[src/rtl/alu_exec_unit.sv]
// ============================================================================
// Module   : alu_exec_unit
// Purpose  : execute-stage unit; single-cycle logic/add/shift, iterative MUL
// Revision : 1.0
// ============================================================================
`default_nettype none

module alu_exec_unit #(
   parameter int WIDTH = 16,
   parameter int SHW   = 4
) (
   input  logic             clk,
   input  logic             rst_n,
   input  logic             start,
   input  logic [3:0]       alu_cnt,
   input  logic [WIDTH-1:0] a,
   input  logic [WIDTH-1:0] b,
   output logic [WIDTH-1:0] result,
   output logic [WIDTH-1:0] result_hi,
   output logic             zero,
   output logic             overflow,
   output logic             busy,
   output logic             done
);

   localparam logic [3:0] c_op_and = 4'b0000;
   localparam logic [3:0] c_op_or  = 4'b0010;
   localparam logic [3:0] c_op_xor = 4'b0011;
   localparam logic [3:0] c_op_add = 4'b0100;
   localparam logic [3:0] c_op_sub = 4'b1100;
   localparam logic [3:0] c_op_sll = 4'b0001;
   localparam logic [3:0] c_op_srl = 4'b0110;
   localparam logic [3:0] c_op_mul = 4'b0111;
   localparam logic [SHW-1:0] c_cnt_last = SHW'(WIDTH - 1);

   typedef enum logic [1:0] {
      S_IDLE = 2'd0,
      S_MUL  = 2'd1,
      S_DONE = 2'd2
   } state_t;

   state_t r_state, w_state_nxt;

   logic [WIDTH-1:0]   r_mcand;
   logic [2*WIDTH-1:0] r_acc;
   logic [SHW-1:0]     r_cnt;
   logic [WIDTH-1:0]   r_result, r_result_hi;
   logic               r_zero, r_overflow;

   logic               w_accept;
   logic [WIDTH-1:0]   w_sum, w_diff, w_res;
   logic               w_ovf;
   logic [WIDTH:0]     w_upper;
   logic [2*WIDTH-1:0] w_acc_nxt;

   assign w_accept = start && (r_state == S_IDLE);
   assign w_sum    = a + b;
   assign w_diff   = a - b;

   always_comb begin
      w_res = '0;
      w_ovf = 1'b0;
      case (alu_cnt)
         c_op_and: w_res = a & b;
         c_op_or:  w_res = a | b;
         c_op_xor: w_res = a ^ b;
         c_op_add: begin
            w_res = w_sum;
            w_ovf = (a[WIDTH-1] == b[WIDTH-1]) && (w_sum[WIDTH-1] != a[WIDTH-1]);
         end
         c_op_sub: begin
            w_res = w_diff;
            w_ovf = (a[WIDTH-1] != b[WIDTH-1]) && (w_diff[WIDTH-1] != a[WIDTH-1]);
         end
         c_op_sll: w_res = a << b[SHW-1:0];
         c_op_srl: w_res = a >> b[SHW-1:0];
         default:  w_res = '0;
      endcase
   end

   // Shift-add step: multiplier sits in the low half and is consumed LSB first;
   // the carry of the upper-half add re-enters at the MSB on the right shift.
   assign w_upper   = {1'b0, r_acc[2*WIDTH-1:WIDTH]} + (r_acc[0] ? {1'b0, r_mcand} : '0);
   assign w_acc_nxt = {w_upper, r_acc[WIDTH-1:1]};

   always_ff @(posedge clk or negedge rst_n) begin
      if (!rst_n) r_state <= S_IDLE;
      else        r_state <= w_state_nxt;
   end

   always_comb begin
      w_state_nxt = r_state;
      case (r_state)
         S_IDLE:  if (w_accept) w_state_nxt = (alu_cnt == c_op_mul) ? S_MUL : S_DONE;
         S_MUL:   if (r_cnt == c_cnt_last) w_state_nxt = S_DONE;
         S_DONE:  w_state_nxt = S_IDLE;
         default: w_state_nxt = S_IDLE;
      endcase
   end

   always_ff @(posedge clk or negedge rst_n) begin
      if (!rst_n) begin
         r_mcand     <= '0;
         r_acc       <= '0;
         r_cnt       <= '0;
         r_result    <= '0;
         r_result_hi <= '0;
         r_zero      <= 1'b0;
         r_overflow  <= 1'b0;
      end else begin
         if (w_accept) begin
            r_mcand <= a;
            r_acc   <= {{WIDTH{1'b0}}, b};
            r_cnt   <= '0;
            if (alu_cnt != c_op_mul) begin
               r_result    <= w_res;
               r_result_hi <= '0;
               r_zero      <= (w_res == '0);
               r_overflow  <= w_ovf;
            end
         end
         if (r_state == S_MUL) begin
            r_acc <= w_acc_nxt;
            r_cnt <= r_cnt + 1'b1;
            if (r_cnt == c_cnt_last) begin
               r_result    <= w_acc_nxt[WIDTH-1:0];
               r_result_hi <= w_acc_nxt[2*WIDTH-1:WIDTH];
               r_zero      <= (w_acc_nxt == '0);
               r_overflow  <= 1'b0;
            end
         end
      end
   end

   assign result    = r_result;
   assign result_hi = r_result_hi;
   assign zero      = r_zero;
   assign overflow  = r_overflow;
   assign busy      = (r_state != S_IDLE);
   assign done      = (r_state == S_DONE);

endmodule

`default_nettype wire

[config.mk]
export PLATFORM = sky130hd
export DESIGN_NAME = alu_exec_unit
export DESIGN_NICKNAME = d
export VERILOG_FILES = /design/src/rtl/alu_exec_unit.sv
export SDC_FILE = /design/constraint.sdc
export NUM_CORES = 1
export LEC_CHECK = 0
export CAP_MARGIN = 0
export CORE_ASPECT_RATIO = 0.8
export CORE_UTILIZATION = 53
export CTS_CLUSTER_DIAMETER = 30
export DETAILED_ROUTE_END_ITERATION = 12
export PLACE_DENSITY = 0.74
export SYNTH_ARGS = -nofsm -noshare
export SYNTH_HDL_FRONTEND = slang
export SYNTH_SLANG_ARGS = --single-unit
[constraint.sdc]
create_clock -name clk -period 3.4 [get_ports clk]
set_input_delay 0.68 -clock clk [delete_from_list [all_inputs] [get_ports clk]]
set_output_delay 0.68 -clock clk [all_outputs]
set_load 0.02 [all_outputs]
==> key figures <==
Timing
  – Slew headroom: a little under 40%
  – # setup viols final: 0
  – Final period utilization: between 90 and 100%
  – Worst clock skew: 0.01108 ns
  – Crit path time final: approximately 3.4 ns
  – Final slew viol count: 0
  – Fmax: approximately 300 MHz
  – Final number of hold-violating endpoints: 0
  – Measured slew at the worst slew-check pin: about 0.91 ns
  – Hold Slack: 0.3455 ns

Floorplanning
  – Initial Utilization: around 55%
  – Die extent in y: about 110 um
  – FP Rows: 40
  – Die area: about 16,000 sq um
  – Die W: approximately 140 um
  – Core area: ~15,000 sq um
  – I/O pins: between 70 and 80

Worst setup path
  – Crit path kind: input port to register
  – R2R depth: 12
  – Startpoint types: input port
  – R2r endpoint: zero
  – Setup slack, reg-to-reg: around 0.09 ns
  – R2R Path Start: r_mcand[0]
  – Worst EP arrival: approximately 3.7 ns
  – Maximum fanout along the worst path: 5
  – CP endpoint kind: register
  – WP data required: 3.69 ns

Power
  – Switching Fraction: about two fifths
  – Leakage: 5.368 nW
  – Net load switching power: between 1.5 and 2 mW
  – Clock share of power: between 20% and 30%
  – Comb power frac: 45.1%
  – Worst ir drop on vdd: approximately 0.27 mV
  – P per Cell Area: 350.8 nW/um^2
  – Internal power: about 2.5 mW
  – Sequential share of power: between 30% and 40%

Global route
  – GRT Total Usage: between 40% and 50%
  – Grt ovf: 0
  – Vias in the first global route: about 8,900
  – First-pass GRT wire length: 50,310 um
  – Initial antenna violation count: 1
  – Largest net degree at the start of global routing: 66

Drt
  – Total length of routed wires: ~33,000 um
  – Vias per cell: roughly 6.3
  – Initial DRC Count: a little over 1,000
  – Drt pass-1 iters: 5
  – WL per Instance: about 22 um
  – Final ANT Viol Nets: 0
  – Vias post-DR: between 9,000 and 10,000
  – # DRC: 0

CTS
  – CTS Sinks: just under 90
  – Worst-path clk slew: 0.07 ns
  – Skew-Pair Late Insertion Delay: between 0.3 and 0.4 ns
  – CTS root buffer: clkbuf_16
  – CTS H-Tree Depth: 3
  – Total CTS buffers: 9
  – CTS tree: built
  – Max Root-Sink Buffers: 2
  – Cts hold-fix bufs: 0

Job
  – # Max-Cap Violations: 0

Finish
  – Nets: roughly 1,400
  – Multi-input logic area: around 6000 sq um
  – Final core utilization: between 70% and 80%
  – P&R area growth vs syn: 41.26%
  – Share of cells above drive strength 1: 29.83%
  – N_diodes: 0
  – Fill cells: about 1,100
  – Sequential cell area: 2202 sq um

Logic synthesis
  – Primary FF master, synth: dfrtp_1
  – Syn. warnings: 0
  – Netlist cell types: 81
  – Syn_nets: 1,157
  – Yosys reg bits: slightly below 90
  – Syn Inst Count: between 1,000 and 1,500
  – Asr flop ratio synth: 100.0%
  – Register area share after synthesis: between 20% and 30%
  – Syn_area_per_cell: slightly below 8 sq um
  – EDFF count, synth: 0
  – Cell Area, Synth: 8305 sq um

Placed design
  – GP Congestion: 1.046
  – Post-DP HPWL: about 26,000 um
  – Port bufs: 74

Hold path
  – Worst Hold Class: input port to async pin

Status
  – Status: complete, no violations
[cells by family (layout without fill, tap and decap cells)]
| kind of cell | Yosys count | after routing | synth area share, % |
|---|---|---|---|
| simple gates | 374 | 374 | 20.97 |
| compound gates | 306 | 306 | 24.21 |
| buf+inv | 129 | 404 | 6.282 |
| flops | 88 | 88 | 26.51 |
| fa+ha+maj | 69 | 69 | 10.67 |
| mux | 63 | 63 | 9.250 |
| xor+xnor | 20 | 20 | 2.109 |
[worst max-delay path by stage]
stage / startpoint / to / cells after the start
5_1_grt: a[9] / result[10] / 14
6_report: b[5] / zero / 11
2_1_floorplan: b[2] / zero / 14
4_1_cts: b[8] / zero / 12
3_3_place_gp: a[0] / zero / 14
3_5_place_dp: a[1] / zero / 12
[cell usage in the layout, fill, tap and decap left out, drive strengths merged, types with 8 or more instances in the layout]
cell type / instances
a211oi: 12
a21o: 13
a21oi: 56
a31oi: 23
and2: 26
buf: 254
clkbuf: 12
clkdlybuf4s50: 58
dfrtp: 88
dlygate4sd2: 9
ha: 66
inv: 64
mux2: 17
mux2i: 37
mux4: 9
nand2: 149
nand3: 32
nand4: 9
nor2: 88
nor2b: 16
nor3: 14
o211ai: 9
o21ai: 95
o221ai: 9
o22ai: 8
xnor2: 12
xor2: 8
[worst max-delay path, stage by stage]
cell and delay, ns:
clkdlybuf4s50_1 0.46, ha_1 0.25, buf_4 0.17, o211ai_1 0.26, a21oi_1 0.18, or4_4 0.60, a221oi_4 0.23, and3_1 0.20
nand4_1 0.19, nor4_4 0.27, a211o_1 0.15
[layout make-up]
type / count / share of cell area, %
timing repair buffer: 325 / 22.38
clock inverter: 6 / 0.3626
clock buffer: 10 / 1.952
multi-input combinational: 832 / 52.23
tap: 210 / 2.240
sequential: 88 / 18.77
inverter: 63 / 2.058
[sequential cells by signal, summed over array words and instances (netlist names)]
register	count
zero	1
r_state	2
r_mcand	16
overflow	1
r_cnt	4
result	16
result_hi	16
r_acc	32
[power by group through the flow]
stage	Clock [mW]	Sequential, mW	Combinational [mW]
finish	0.929	1.33	1.86
global route	0.980	1.34	1.97
CTS	0.935	1.33	1.76
detailed placement	0	1.34	1.65
global placement	0	1.34	1.63
floorplan	0	1.36	0.831
[what timing repair did]
item                       CTS  global route
buffers inserted            15             5
pin swaps                   27            22
setup endpoints to repair    8             4
gates resized for setup     87            42
[synth_stat cells, drive strengths merged, types with 5 or more instances]
library cell  count  area [sq um]
a21oi            56         280.3
a221o             6         60.06
o21bai            6         45.04
nor2b            16         100.1
o21ai            95         475.5
nand4             9         56.30
o22ai             8         50.05
a211oi           12         90.09
o221ai            9         78.83
a31oi            23         143.9
nand2           149         561.8
dfrtp            88          2202
nor3             14         70.07
and2             26         162.7
a211o             7         61.31
a2111oi           5         50.04
o31ai             6         45.04
nor4              7         50.05
and3              6         37.54
a22o              6         52.55
mux2i            37         370.4
inv              62         232.7
mux4              9         202.7
o211ai            9         67.56
a21o             13         97.59
clkbuf           42         158.9
xor2              8         70.07
buf              24         126.4
ha               66         825.8
nand3            32         160.2
xnor2            12         105.1
a22oi             5         42.54
mux2             17         195.2
nor2             88         332.8
[stage by stage]
stage	std cells	setup WS [ns]	total power [mW]	cell area, sq um	TNS, ns
after floorplan	1049	0.02350	2.195	8384	0
after global placement	1498	-0.6120	2.964	10840	-4.412
after detailed placement	1498	-0.6627	2.990	10840	-5.184
after CTS	1529	0.001944	4.017	11530	0
after global routing	1534	-0.07111	4.297	11730	-0.1392
final	1534	0.03009	4.116	11730	0
[metal layers]
| layer | part of all wire, % | GRT usage [%] | wire length, um | up-vias |
|---|---|---|---|---|
| met5 | 0.039 | 0 | 13 | - |
| met1 | 42 | 59.15 | 14010 | 4581 |
| li1 | - | - | - | 4329 |
| met4 | 3.1 | 11.47 | 1018 | 2 |
| met3 | 14 | 16.08 | 4625 | 86 |
| met2 | 41 | 58.46 | 13570 | 615 |
No activity file was read; power rests on OpenSTA's default activity.
==> RTL change 1: new RTL, same flow settings <==
Add an input register stage for `b`, without a reset; this delays it by one clock. The other inputs are not delayed to match.
--- a/src/rtl/alu_exec_unit.sv
+++ b/src/rtl/alu_exec_unit.sv
@@ -40,4 +40,10 @@
    } state_t;
 
+   logic [WIDTH-1:0] b_q;
+
+   always_ff @(posedge clk) begin
+      b_q <= b;
+   end
+
    state_t r_state, w_state_nxt;
 
@@ -55,6 +61,6 @@
 
    assign w_accept = start && (r_state == S_IDLE);
-   assign w_sum    = a + b;
-   assign w_diff   = a - b;
+   assign w_sum    = a + b_q;
+   assign w_diff   = a - b_q;
 
    always_comb begin
@@ -62,17 +68,17 @@
       w_ovf = 1'b0;
       case (alu_cnt)
-         c_op_and: w_res = a & b;
-         c_op_or:  w_res = a | b;
-         c_op_xor: w_res = a ^ b;
+         c_op_and: w_res = a & b_q;
+         c_op_or:  w_res = a | b_q;
+         c_op_xor: w_res = a ^ b_q;
          c_op_add: begin
             w_res = w_sum;
-            w_ovf = (a[WIDTH-1] == b[WIDTH-1]) && (w_sum[WIDTH-1] != a[WIDTH-1]);
+            w_ovf = (a[WIDTH-1] == b_q[WIDTH-1]) && (w_sum[WIDTH-1] != a[WIDTH-1]);
          end
          c_op_sub: begin
             w_res = w_diff;
-            w_ovf = (a[WIDTH-1] != b[WIDTH-1]) && (w_diff[WIDTH-1] != a[WIDTH-1]);
+            w_ovf = (a[WIDTH-1] != b_q[WIDTH-1]) && (w_diff[WIDTH-1] != a[WIDTH-1]);
          end
-         c_op_sll: w_res = a << b[SHW-1:0];
-         c_op_srl: w_res = a >> b[SHW-1:0];
+         c_op_sll: w_res = a << b_q[SHW-1:0];
+         c_op_srl: w_res = a >> b_q[SHW-1:0];
          default:  w_res = '0;
       endcase
@@ -111,5 +117,5 @@
          if (w_accept) begin
             r_mcand <= a;
-            r_acc   <= {{WIDTH{1'b0}}, b};
+            r_acc   <= {{WIDTH{1'b0}}, b_q};
             r_cnt   <= '0;
             if (alu_cnt != c_op_mul) begin
Behaviour: not the same (a bounded check fails within 4 cycles, from zero or initial values and one cycle with rst_n low).
==> RTL change 1 against the unedited design <==
First-iteration DRC count down 0.59%; cell area down 0.61%; worst setup slack better by 0.016 ns; synthesized cell count down 3.7%; sequential cell count up 16; routed wire length down 6.0%; critical path depth up 2; total power up 7.7%; area after synthesis up 4.9%; critical path type unchanged; critical endpoint is now overflow$_DFF_PN0_; largest power group unchanged; highest routed layer unchanged.
==> RTL change 1: results (changes against the unedited design) <==
| Parameter | Reported | vs unedited |
|---|---|---|
| Final nets | 1,353 | -5.2% |
| Flip-flop count of the largest register after layout | 32 | unchanged |
| DRC violation total after the first TritonRoute iteration | 1,005 | -0.59% |
| Post-place setup slack | -0.6222 ns | +0.04046 ns |
| PortBufs | 74 | unchanged |
| Deepest clock path buffer count | 2 | unchanged |
| Number of diodes | 0 | unchanged |
| Register with the highest flop count | r_acc |  |
| Filler cell count | 1,273 | +11% |
| Synth Area in Compound Gates | 22.55% | -1.7 points |
| Wire length of the first global-routing pass | 47.87 mm | -4.9% |
| Status | complete, no violations |  |
| Proportion of layout cells with a drive suffix above 1 | 27.44% | -2.4 points |
| Cell class contributing the biggest share of worst-path delay | compound AO/OA/AOI/OAI gates |  |
| Worst min-delay path category | in2async |  |
| Number of unique standard cell types used by synthesis | 86 | +6.2% |
| Most used DFF post-synth | dfrtp_1 |  |
| Peak per-stage delay on the critical path | 0.43 ns | -0.17 ns |
| Clock transition at the registers of the reported paths | 0.07 ns | about the same |
| Synth cell count leaders | 112 x nand2_1, 88 x dfrtp_1, 85 x o21ai_0 |  |
| Gp weighted congestion | 1.055 | +0.80% |
| Slowest cell on the critical path | clkdlybuf4s50_1 |  |
| Finished Layout Cells | 1,465 | -4.5% |
| Top area cells in the synthesized netlist | dfrtp_1 25%, ha_1 9.5%, o21ai_0 4.9%, nand2_1 4.8%, mux2i_1 4.7% |  |
| Cell at the root of the clock tree | clkbuf_16 |  |
| Slew Limit Headroom | 53.82% | +15 points |
| Initial DRT Pass Iterations | 6 | +1 |
| H-Tree Level Count | 3 | unchanged |
| Cts bufs inserted | 9 | unchanged |
| Placed Instance Area | 11,060 µm² | +2.0% |
| Post-DR vias/cell | 6.151 | -1.8% |
| Antenna violations before repair | 2 | +1 |
| Total GRT Usage | 37.38% | -4.3 points |
| Number of flops mapped to enable cells by yosys | 0 | unchanged |
| Met2 capacity usage during global routing | 55.96% | -2.5 points |
| Number of nets produced by synthesis | 1,118 | -3.4% |
| Maximum number of pins on one net before global-route repair | 52 | -21% |
| Synthesized-area fraction occupied by xor and xnor cells | 2.111% | about the same |
| Synthesized netlist cell count | 1,010 | -3.7% |
| Share of synthesized area spent on multiplexers | 12.41% | +3.2 points |
| Peak fanout along the critical path | 9 | +4 |
| Met3 usage | 7.500% | -8.6 points |
| Largest voltage drop on the vdd net | 256.9 µV | -4.7% |
| Via count of the first global-routing pass | 8,485 | -5.1% |
| Register area share after synthesis | 28.95% | +2.4 points |
| Data arrival time of the critical path | 3.59 ns | -0.07 ns |
| Global Route met1 Usage | 53.56% | -5.6 points |
| Adder and majority gate portion of the synthesized area | 10.17% | -0.50 points |
| Aggregate routed wire length | 31.23 mm | -6.0% |
| Count of synthesis-stage warnings from yosys | 0 | unchanged |
| Clock latency on the worst-skew pair | 0.36 ns |  |
| Leakage component of the power | 5.196 nW | -3.2% |
| Final clock skew | 0.008707 ns | -0.002375 ns |
| Post-detail-place hpwl | 24.24 mm | -6.0% |
| Proportion of register bits with asynchronous set or reset after synthesis | 84.62% | -15 points |
RTL change 1: changes by cell type after synthesis, moves of 6 or more:
cell      delta
dfxtp_1     +16
nor3_1       +6
a31oi_1     -18
o221ai_1     -6
nor2b_1      -6
o21ai_0      -9
a21o_1       -6
nor2_1       -6
nand2_1     -36
a22o_1       +9
nand3_1     -20
mux4_2       +6
RTL change 1: power breakdown:
group          internal [mW]  switching, mW
Clock                  0.511          0.510
Combinational          0.866          0.982
Sequential              1.41          0.159
Total                   2.78           1.65
RTL change 1: area by class of cell:
class	count	area [µm²]	share of cell area [%]
Timing Repair Buffer	288	2401	20.59
Sequential cell	104	2524	21.64
Tap cell	215	269.0	2.307
Inverter	60	225.2	1.931
Multi-Input combinational cell	782	5952	51.04
Clock inverter	7	65.06	0.5579
Clock buffer	9	225.2	1.931
RTL change 1: routing by layer:
layer,share of wire [%],wire length [µm],vias up
met3,10,3182,70
li1,-,-,4141
met4,3.3,1015,2
met1,44,13760,4339
met2,42,13240,459
met5,0.077,24,-
RTL change 1: repair_timing:
| item | CTS | global route |
|---|---|---|
| pin swaps | 27 | 25 |
| endpoints found under the setup margin | 8 | 7 |
| buffers inserted | 5 | 1 |
| gates resized for setup | 36 | 29 |
RTL change 1: logic make-up (layout without fill, tap and decap cells):
group	Yosys count	after routing
flip-flops	104	104
adder cells (fa/ha/maj)	69	69
AO/OA/AOI/OAI	292	292
multiplexers	81	81
XOR/XNOR	21	21
buffers and inverters	124	364
AND/OR/NAND/NOR	319	319
RTL change 1: final timing paths:
check | from | to | slack [ns] | depth (start not counted)
setup / recovery | a[6] | overflow$_DFF_PN0_ | 0.05 | 13
hold / removal | rst_n | r_cnt[2]$_DFFE_PN0P_ | 0.26 | 1
setup reg to reg | r_mcand[0]$_DFFE_PN0P_ | zero$_DFF_PN0_ | 0.05 | 12
hold reg to reg | result_hi[4]$_DFF_PN0_ | result_hi[4]$_DFF_PN0_ | 0.49 | 2
max in group asynchronous | rst_n | r_mcand[4]$_DFFE_PN0P_ | 2.40 | 2
min in group clk | result_hi[4]$_DFF_PN0_ | result_hi[4]$_DFF_PN0_ | 0.49 | 2
==> RTL change 2: new RTL, same flow settings <==
Without the edit above. `WIDTH`: 16 -> 12.
--- a/src/rtl/alu_exec_unit.sv
+++ b/src/rtl/alu_exec_unit.sv
@@ -7,5 +7,5 @@
 
 module alu_exec_unit #(
-   parameter int WIDTH = 16,
+   parameter int WIDTH = 12,
    parameter int SHW   = 4
 ) (
Interface: changed (resized a, b, result and result_hi); port bits go from 75 to 59. No check against the original RTL was run, so the function may have changed too.
==> RTL change 2 against the unedited design <==
The flow now finishes with violations (negative setup slack); worst setup slack got worse by 0.066 ns; highest routed layer is now met4; global-route usage down 3.7 points; via count fell by 27%; total power decreased by 26%; die area shrank 23%; routed wire length is 30% lower; area after synthesis decreased by 23%; cell area decreased by 27%; largest power group unchanged; sequential cell count fell by 20; register-to-register slack improved by 0.07 ns; first-iteration DRC count down 35%; critical endpoint unchanged.
==> RTL change 2: results (changes against the unedited design) <==
| Parameter | Reported | vs unedited |
|---|---|---|
| Status | finished, violations left |  |
| Failing checks | negative setup slack |  |
| Number of nets produced by synthesis | 859 | -26% |
| Transition time at the pin with the least slew margin | 1.125 ns | +0.2154 ns |
| Post-detail-place hpwl | 18.19 mm | -29% |
| Post-place setup slack | -0.5175 ns | +0.1451 ns |
| Internal reg-to-reg setup slack | 0.16 ns | +0.07 ns |
| Final setup slack of the worst path | -0.03612 ns | -0.06620 ns |
| Peak per-stage delay on the critical path | 0.49 ns | -0.11 ns |
| Data arrival time of the critical path | 3.70 ns | +0.04 ns |
| Largest voltage drop on the vdd net | 354.5 µV | +32% |
| Sequential logic power | 1.02 mW | -23% |
| Met3 WL | 2.656 mm | -43% |
| Worst R2R Path Depth | 11 | -1 |
| Number of unique standard cell types used by synthesis | 76 | -6.2% |
| Via count | 7,054 | -27% |
| Placed Instance Area | 8187 µm² | -24% |
| Met2 capacity usage during global routing | 55.93% | -2.5 points |
| Aggregate routed wire length | 23.34 mm | -30% |
| Clock latency on the worst-skew pair | 0.33 ns | -0.02 ns |
| Met2 routed wirelength | 9.891 mm | -27% |
| DRC violation total after the first TritonRoute iteration | 658 | -35% |
| Worst hold slack across all endpoints | 0.4737 ns | +0.1282 ns |
| Summed negative setup slack over all endpoints | -0.03612 ns | -0.03612 ns |
| Final clock skew | 0.005289 ns | -0.005794 ns |
| Antenna violations before repair | 0 | -1 |
| Setup Viol. Count Final | 1 | +1 |
| Count of buffers added by post-CTS timing repair for setup | 1 | -14 |
| Synthesized netlist cell count | 775 | -26% |
| CTS-repair resized insts | 22 | -75% |
| Via count of the first global-routing pass | 6,682 | -25% |
| Final nets | 1,054 | -26% |
| Routed metal-1 wire length | 10.10 mm | -28% |
| Footprint of the flip-flops and latches | 1702 µm² | -23% |
| Leakage component of the power | 4.052 nW | -25% |
| Register area share after synthesis | 26.78% | +0.26 points |
| Worst setup startpoint | a[1] |  |
| Clock transition at the registers of the reported paths | 0.05 ns | -0.02 ns |
==> RTL change 2: cell count changes in the layout (fill, tap and decap cells not counted), moves of 8 or more <==
cell,change
a21oi_1,-25
and2_1,-9
buf_4,-75
dfrtp_1,-20
ha_1,-10
ha_4,-9
inv_2,-12
mux2_2,-8
mux2i_1,-9
nand2_1,-53
nand2b_1,+8
nor2_1,-24
o21ai_0,-23
==> RTL change 2: layout make-up <==
| cell class | count | area share (%) |
|---|---|---|
| inverter | 43 | 1.876 |
| tap | 148 | 2.152 |
| timing repair buffer | 232 | 22.00 |
| sequential | 68 | 19.78 |
| multi-input combinational | 616 | 51.40 |
| clock buffer | 13 | 2.792 |
==> RTL change 2: kinds of logic (layout without fill, tap and decap cells) <==
group	count (synthesis)	after routing	share of synthesized area (%)
simple gates	288	288	22.37
compound gates	216	216	22.70
buf+inv	91	288	6.084
flops	68	68	26.78
fa+ha+maj	53	53	10.79
mux	44	44	9.215
xor+xnor	15	15	2.067
